$ cat config.mk
export PLATFORM = sky130hd
export DESIGN_NAME = sc_game_status
export DESIGN_NICKNAME = d
export VERILOG_FILES = /design/src/rtl/sc_game_status.sv
export SDC_FILE = /design/constraint.sdc
export NUM_CORES = 1
export LEC_CHECK = 0
export CORE_ASPECT_RATIO = 1.75
export CORE_MARGIN = 8
export CORE_UTILIZATION = 35
export DETAILED_ROUTE_END_ITERATION = 12
export PLACE_DENSITY = 0.6
export REMOVE_ABC_BUFFERS = 1
export SLEW_MARGIN = 25
export SYNTH_ARGS = -nofsm -noshare
export SYNTH_HDL_FRONTEND = slang
export SYNTH_SLANG_ARGS = --single-unit
$ cat constraint.sdc
create_clock -name SC_GAME_STATUS_CLOCK_50 -period 2.44 [get_ports SC_GAME_STATUS_CLOCK_50]
set_input_delay 0.244 -clock SC_GAME_STATUS_CLOCK_50 [delete_from_list [all_inputs] [get_ports SC_GAME_STATUS_CLOCK_50]]
set_output_delay 0.244 -clock SC_GAME_STATUS_CLOCK_50 [all_outputs]
set_load 0.01 [all_outputs]
$ cat src/rtl/sc_game_status.sv
// sc_game_status: lives/level counters with edge-detected events and a transition timer FSM
module sc_game_status #(
    parameter int INIT_LIVES       = 3,
    parameter int MAX_LEVEL        = 4,
    parameter int TRANSITION_TICKS = 25000000
) (
    input  logic       SC_GAME_STATUS_CLOCK_50,
    input  logic       SC_GAME_STATUS_RESET_InLow,
    input  logic       SC_GAME_STATUS_StartGame_InLow,
    input  logic       SC_GAME_STATUS_LifesSignal_InLow,
    input  logic       SC_GAME_STATUS_NextLevel_InLow,
    input  logic       SC_GAME_STATUS_ClearLost_InLow,
    input  logic       SC_GAME_STATUS_TransitionStart_InLow,
    output logic       SC_GAME_STATUS_LifesCounterComparator_OutLow,
    output logic       SC_GAME_STATUS_LevelCounterComparator_OutLow,
    output logic       SC_GAME_STATUS_TransitionDone_OutLow,
    output logic       SC_GAME_STATUS_TransitionBusy_OutHigh,
    output logic [2:0] SC_GAME_STATUS_Lives_OutBUS,
    output logic [2:0] SC_GAME_STATUS_Level_OutBUS
);
    typedef enum logic [1:0] {IDLE, RUN, DONE} state_t;
    state_t      state_q, state_d;
    logic [24:0] cnt_q, cnt_d;
    logic [2:0]  lives_q, lives_d, level_q, level_d;
    logic        lifes_prev_q, next_prev_q, ts_prev_q, armed_q;
    logic        lifes_ev, next_ev, ts_ev;
    // armed_q masks the first cycle after reset so a line held low across release is not an edge
    assign lifes_ev = armed_q & lifes_prev_q & ~SC_GAME_STATUS_LifesSignal_InLow;
    assign next_ev  = armed_q & next_prev_q & ~SC_GAME_STATUS_NextLevel_InLow;
    assign ts_ev    = armed_q & ts_prev_q & ~SC_GAME_STATUS_TransitionStart_InLow;
    always_ff @(posedge SC_GAME_STATUS_CLOCK_50) begin
        if (!SC_GAME_STATUS_RESET_InLow) begin
            state_q      <= IDLE;
            cnt_q        <= '0;
            lives_q      <= '0;
            level_q      <= '0;
            lifes_prev_q <= 1'b1;
            next_prev_q  <= 1'b1;
            ts_prev_q    <= 1'b1;
            armed_q      <= 1'b0;
        end else begin
            state_q      <= state_d;
            cnt_q        <= cnt_d;
            lives_q      <= lives_d;
            level_q      <= level_d;
            lifes_prev_q <= SC_GAME_STATUS_LifesSignal_InLow;
            next_prev_q  <= SC_GAME_STATUS_NextLevel_InLow;
            ts_prev_q    <= SC_GAME_STATUS_TransitionStart_InLow;
            armed_q      <= 1'b1;
        end
    end
    always_comb begin
        lives_d = lives_q;
        level_d = level_q;
        state_d = state_q;
        cnt_d   = cnt_q;
        if (!SC_GAME_STATUS_StartGame_InLow) begin
            lives_d = 3'(INIT_LIVES);
            level_d = '0;
            state_d = IDLE;
            cnt_d   = '0;
        end else begin
            if (!SC_GAME_STATUS_ClearLost_InLow) begin
                lives_d = 3'(INIT_LIVES);
            end else begin
                lives_d = (lifes_ev && lives_q != 3'd0) ? lives_q - 3'd1 : lives_q;
                level_d = (next_ev && level_q != 3'(MAX_LEVEL)) ? level_q + 3'd1 : level_q;
            end
            case (state_q)
                IDLE: begin
                    state_d = ts_ev ? RUN : IDLE;
                    cnt_d   = '0;
                end
                RUN: begin
                    state_d = (cnt_q == 25'(TRANSITION_TICKS - 1)) ? DONE : RUN;
                    cnt_d   = (cnt_q == 25'(TRANSITION_TICKS - 1)) ? '0 : cnt_q + 25'd1;
                end
                default: begin
                    state_d = IDLE;
                    cnt_d   = '0;
                end
            endcase
        end
    end
    assign SC_GAME_STATUS_LifesCounterComparator_OutLow = (lives_q != 3'd0);
    assign SC_GAME_STATUS_LevelCounterComparator_OutLow = (level_q != 3'(MAX_LEVEL));
    assign SC_GAME_STATUS_TransitionDone_OutLow         = (state_q != DONE);
    assign SC_GAME_STATUS_TransitionBusy_OutHigh        = (state_q == RUN);
    assign SC_GAME_STATUS_Lives_OutBUS                  = lives_q;
    assign SC_GAME_STATUS_Level_OutBUS                  = level_q;
endmodule

==> impl_metrics.py, run 1 <==
metrics = {
    "power_and_ir_drop": {
        "power_density_nw_per_um2": 514,
        "total_power_mw": 1.05,
        "ir_drop_v": 0.000301,
        "power_frac_clock_pct": 36.8,
        "combPwrFrac_pct": 4.9,
        "p_leak_nw": 0.630,
        "seq_power_share_pct": 58.3,
        "internal-power_mw": 0.828,
        "switchingPower_mw": 0.226,
        "p_sw_share_pct": 21.4,
    },
    "floorplanning": {
        "dieArea_sq_um": 7620,
        "start_util_pct": 35.8,
        "die_y_um": 110,
        "io_pins": 17,
        "die_w_um": 69.5,
        "rows": 34,
        "core_sq_um": 4890,
    },
    "placement": {
        "dpl.hpwl_um": 2900,
        "placed_cells": 263,
        "port_buffers": 16,
        "place_ws_ps": 530,
        "gp_congestion": 0.769,
    },
    "routing": {
        "dr.pass1.iters": 4,
        "vias_per_cell": 5.43,
        "routedWlPerCell_um": 14.0,
        "drt-initial-drc-count": 80,
        "vias": 1460,
        "drc": 0,
        "drtAntennaViolNets": 0,
        "routed_wl_um": 3780,
    },
    "critical_path": {
        "crit_end": "cnt_q[22]",
        "endpoint_kind": "register",
        "critical-path-max-stage-delay_ps": 620,
        "cp.arrival_ps": 2160,
        "r2r-end": "cnt_q[22]",
        "crit_fanout": 6,
        "setup.worst_path.start": "cnt_q[11]",
        "worstReg2RegStart": "cnt_q[11]",
        "crit_top_cell": "or4_4",
        "ff2ff_setup_slack_ps": 510,
        "crit_required_ps": 2670,
        "slowest_stage": "or4_4",
        "crit_path_start_kind": "register",
        "worst-r2r-cell-count": 4,
        "worstPathCellList": "nand4_1, or4_4, or4_4, a21oi_2",
        "crit_type": "register to register",
    },
    "logic_synthesis": {
        "synth_edf_count": 0,
        "yosysMostFrequentCell": "dfxtp_1",
        "async_flop_share_pct": 0,
        "synth-seq-cells": 37,
        "synth_cell_types": 38,
        "synth_top_area_share_pct": 42.3,
        "ys_top_cells_by_area": "dfxtp_1 (42%), xnor2_1 (7.0%), nor2_1 (5.1%)",
        "avgSynthCellArea_sq_um": 9.04,
        "synth_top_area_cell": "dfxtp_1",
        "synthFlopType": "dfxtp_1",
        "synth_seq_area_share_pct": 42.3,
        "yosysWarnings": 0,
        "netlist_area_sq_um": 1750,
        "synth_top_cells_by_count": "dfxtp_1 (37), nor2_1 (24), xnor2_1 (14)",
        "synthCells": 194,
    },
    "final_layout": {
        "final_cells": 269,
        "antenna_cells": 0,
        "area_delta_synth_final_pct": 17.0,
        "nNetsFinal": 228,
        "drive_gt1_share_pct": 9.30,
    },
    "flow_run": {
        "drv_cap": 0,
    },
    "sta": {
        "hold_violations": 0,
        "max_freq_mhz": 518,
        "finalCritPeriodShare_pct": 79.1,
        "worstMarginPinSlew_ps": 442,
        "finalSetupViolations": 0,
        "finalClockSkew_ps": 6.53,
        "fin_tns_setup_ps": 0,
        "fin_crit_ps": 1930,
        "slew_headroom_pct": 70.3,
        "slew_viol_final": 0,
        "rsz0062_at_grt": "no",
        "setup_slack_ps": 509,
    },
    "clock_network": {
        "cts_setup_buffers": 0,
        "cts_resized": 0,
        "tritoncts": "yes",
        "clkTransAtPathRegs_ps": 70,
        "cts_hold_buf": 0,
        "ctsRootBufferMaster": "clkbuf_8",
        "cts_max_path_buffers": 2,
        "htreeDepth": 2,
        "numCtsBuffers": 5,
        "clkSinkCount": 37,
        "clock_latency_ps": 280,
    },
    "worst_hold_path": {
        "hold_depth": 1,
        "hold_path.class": "register to register",
    },
    "outcome": {
        "status": "completed",
    },
    "global_routing": {
        "antenna_found_initial": 0,
        "grt-ovfl-total": 0,
        "grt_pass1_wl_um": 6510,
        "grt_pass1_vias": 1475,
        "gr-usage-all-layers_pct": 10.4,
        "grt_max_degree": 25,
    },
}
==> power groups by stage <==
stage	clock network [mW]	registers, mW	logic [mW]
2_1_floorplan	0	0.629	0.0240
3_3_place_gp	0	0.628	0.0527
3_5_place_dp	0	0.628	0.0532
4_1_cts	0.403	0.614	0.0534
5_1_grt	0.427	0.614	0.0579
6_report	0.387	0.614	0.0519
==> critical path, delay by kind of cell (launching register included) <==
| kind | cells | cell delay [ps] |
|---|---|---|
| simple gates | 3 | 1310 |
| compound gates | 1 | 140 |
| flops | 1 | 420 |
==> state kept, by name (all words and copies together) (netlist names) <==
register and flops:
SC_GAME_STATUS_Level_OutBUS 3, next_prev_q 1, ts_prev_q 1, cnt_q 25, state_q 2, armed_q 1, lifes_prev_q 1, SC_GAME_STATUS_Lives_OutBUS 3
==> layer usage <==
metal | share of wire [%] | GRT usage [%]
met4 | 2.5 | 6.19
met5 | 0 | 0
met3 | 2.8 | 2.26
met2 | 58 | 20.8
met1 | 37 | 9.17
==> per-stage QoR <==
step	utilization (%)	hold slack, ps	instance area (sq um)
6_report	41.9	455	2050
5_1_grt	41.9	481	2050
4_1_cts	41.9	460	2050
3_5_place_dp	40.4	443	1980
3_3_place_gp	40.4	430	1980
2_1_floorplan	-	272	1720
==> layout by cell type (no fill, tap or decap), types with 2 or more instances in the layout <==
cell             Yosys  routed
clkbuf_8             0       5
or4_4                3       3
and4_1               2       2
nor4b_1              3       3
nand4_1              6       6
nor3_1               4       4
or4_1                2       2
xor2_1               4       4
nor3b_1              2       2
ha_1                 5       5
nor2_1              24      24
mux2i_1              2       2
clkdlybuf4s50_1      0      16
inv_1                7       7
nand4b_1             3       3
buf_4                0       4
o31ai_1              3       3
o21a_1               2       2
nand2b_1             5       5
and3_1               2       2
o21ai_0              6       6
nand2_1             11      11
nand3_1             13      13
and2_1               2       2
or3_1                4       4
xnor2_1             14      14
dfxtp_1             37      37
a21oi_1              9       9
nor4_1               4       4
==> worst min path at each step <==
stage	from	endpoint	slack, ps
finish	cnt_q[0]	cnt_q[0]	460
floorplan	SC_GAME_STATUS_RESET_InLow	armed_q	270
global route	cnt_q[0]	cnt_q[0]	480
global placement	cnt_q[0]	cnt_q[0]	430
detailed placement	cnt_q[0]	cnt_q[0]	440
CTS	cnt_q[0]	cnt_q[0]	460
==> area by class of cell <==
type                       count  area, sq um
fill                         513         2840
clock inverter                 1         5.00
tap                           54         67.6
sequential                    37          741
clock buffer                   5         68.8
multi-input combinational    145          952
inverter                       7         26.3
timing repair buffer          20          190
==> cells by family after synthesis <==
family,after synthesis,synth area share [%]
AO/OA/AOI/OAI,24,8.57
XOR/XNOR,18,8.99
adder cells (fa/ha/maj),5,3.57
buffers and inverters,12,3.43
flip-flops,37,42.3
multiplexers,2,1.14
AND/OR/NAND/NOR,96,32.0
No activity file was read; power rests on OpenSTA's default activity.
==> run 2, diff against run 1 <==
- clock period: 2.44 -> 1.9 ns (I/O delays scaled with it)
==> impl_metrics.py, run 2 (synthesis gave the netlist of run 1 again) <==
metrics = {
    "floorplanning": {
        "die_y_um": 110,
        "dieArea_sq_um": 7620,
        "core_sq_um": 4890,
        "start_util_pct": 35.8,
        "rows": 34,
        "io_pins": 17,
        "die_w_um": 69.5,
    },
    "placement": {
        "post_dp_cell_area_sq_um": 2120,
        "gp_congestion": 0.844,
        "place_ws_ps": 107,
        "dpl.hpwl_um": 3210,
        "port_buffers": 16,
    },
    "sta": {
        "finalClockSkew_ps": 2.41,
        "finalCritPeriodShare_pct": 95.7,
        "rsz0062_at_grt": "no",
        "finalSetupViolations": 0,
        "slew_headroom_pct": 73.0,
        "fin_crit_ps": 1820,
        "setup_slack_ps": 80.9,
        "hold_violations": 0,
        "max_freq_mhz": 550,
        "worstMarginPinSlew_ps": 399,
        "hold_ws_ps": 456,
        "slew_viol_final": 0,
    },
    "critical_path": {
        "crit_family": "simple AND/OR/NAND/NOR gates",
        "crit_buf_inv": 0,
        "cp.arrival_ps": 2040,
        "worstReg2RegStart": "cnt_q[0]",
        "crit_path_start_kind": "register",
        "setup.worst_path.start": "cnt_q[0]",
        "worstPathCellList": "ha_1, nand3_1, or4_4, or4_4, a21oi_2",
        "crit_top_cell": "or4_4",
        "crit_type": "register to register",
        "slowest_stage": "or4_4",
        "critical-path-max-stage-delay_ps": 450,
        "endpoint_kind": "register",
        "crit_fanout": 4,
        "crit_required_ps": 2120,
    },
    "final_layout": {
        "largest-register": "cnt_q",
        "nNetsFinal": 245,
        "area_delta_synth_final_pct": 25.7,
        "final_cell_area_sq_um": 2200,
        "final_cell_mix": "dfxtp_1 (37), nor2_1 (24), buf_4 (20), clkdlybuf4s50_1 (16), xnor2_1 (14)",
        "largest_reg_flops": 25,
        "final_common_cell": "dfxtp_1",
        "fill_cells": 491,
        "drive_gt1_share_pct": 15.9,
        "antenna_cells": 0,
    },
    "worst_hold_path": {
        "hold_path.class": "register to register",
        "worstHoldStart": "cnt_q[0]",
    },
    "routing": {
        "drtAntennaViolNets": 0,
        "drt-initial-drc-count": 53,
        "routedWlPerCell_um": 14.3,
        "routed_wl_um": 4120,
        "dr.pass1.iters": 4,
        "drc": 0,
        "vias_per_cell": 5.29,
        "vias": 1519,
    },
    "clock_network": {
        "cts_resized": 0,
        "clock_latency_ps": 280,
        "cts_hold_buf": 0,
        "cts_max_path_buffers": 2,
        "ctsRootBufferMaster": "clkbuf_8",
        "clkTransAtPathRegs_ps": 70,
        "numCtsBuffers": 5,
        "clkSinkCount": 37,
        "htreeDepth": 2,
        "cts_setup_buffers": 0,
        "tritoncts": "yes",
    },
    "global_routing": {
        "grt_pass1_vias": 1583,
        "grt_pass1_wl_um": 7210,
        "grt_max_degree": 25,
        "grt-ovfl-total": 0,
        "antenna_found_initial": 0,
        "gr-usage-all-layers_pct": 11.7,
    },
    "flow_run": {
        "drv_cap": 0,
    },
    "power_and_ir_drop": {
        "p_leak_nw": 0.728,
        "ir_drop_v": 0.000539,
        "power_density_nw_per_um2": 637,
    },
    "outcome": {
        "status": "completed",
    },
}
-- run 2: cell types whose count changed in the layout (fill, tap and decap cells not counted), sizes merged --
cell and delta:
clkbuf +2, buf +17, clkinv -1
-- run 2: worst paths after layout --
check / cells after the start / end / slack [ps]
max: 5 / cnt_q[22] / 80
min: 1 / cnt_q[0] / 460
max reg2reg: 5 / cnt_q[22] / 80
min reg2reg: 1 / cnt_q[0] / 460
-- run 2: through the flow --
step	cells	TNS (ps)	power [mW]	util, %
5_1_grt	287	0	1.46	45.0
3_3_place_gp	280	0	0.876	43.3
3_5_place_dp	280	0	0.877	43.3
4_1_cts	287	0	1.43	45.0
2_1_floorplan	189	-62.6	0.839	-
6_report	287	0	1.40	45.0
-- run 2: power breakdown --
group	total, mW	leakage (nW)	switching [mW]	internal, mW
Combinational	0.0699	0.384	0.0304	0.0395
Sequential	0.789	0.300	0.00412	0.785
Clock	0.544	0.0443	0.256	0.288
-- run 2: layer usage --
metal  share of wire, %  vias to the layer above  track usage [%]
met3                3.1                        6             2.44
met2                 58                       28             23.6
met1                 37                      721             10.4
met5                  0                        -                0
met4                2.3                        0             6.48
li1                   -                      764                -
-- run 2: worst reg2reg max path, cell delays in order, from the launching register on --
cell     delay (ps)
dfxtp_1         360
ha_1            230
nand3_1         140
or4_4           450
or4_4           430
a21oi_2         140
-- run 2: layout make-up --
cell class	count	area, sq um	share of cell area [%]
clock buffers	7	86.3	3.92
inverters	7	26.3	1.19
multi-input cells	145	952	43.2
flip-flops and latches	37	741	33.6
well taps	54	67.6	3.07
repair buffers	37	330	15.0
==> run 3, diff against run 2 <==
- CAP_MARGIN: not set -> 10
- SKIP_CTS_REPAIR_TIMING: not set -> 1
- SLEW_MARGIN: 25 -> not set
==> results of run 3 <==
Same layout as run 2: the final DEF is identical, and so are final timing and power.
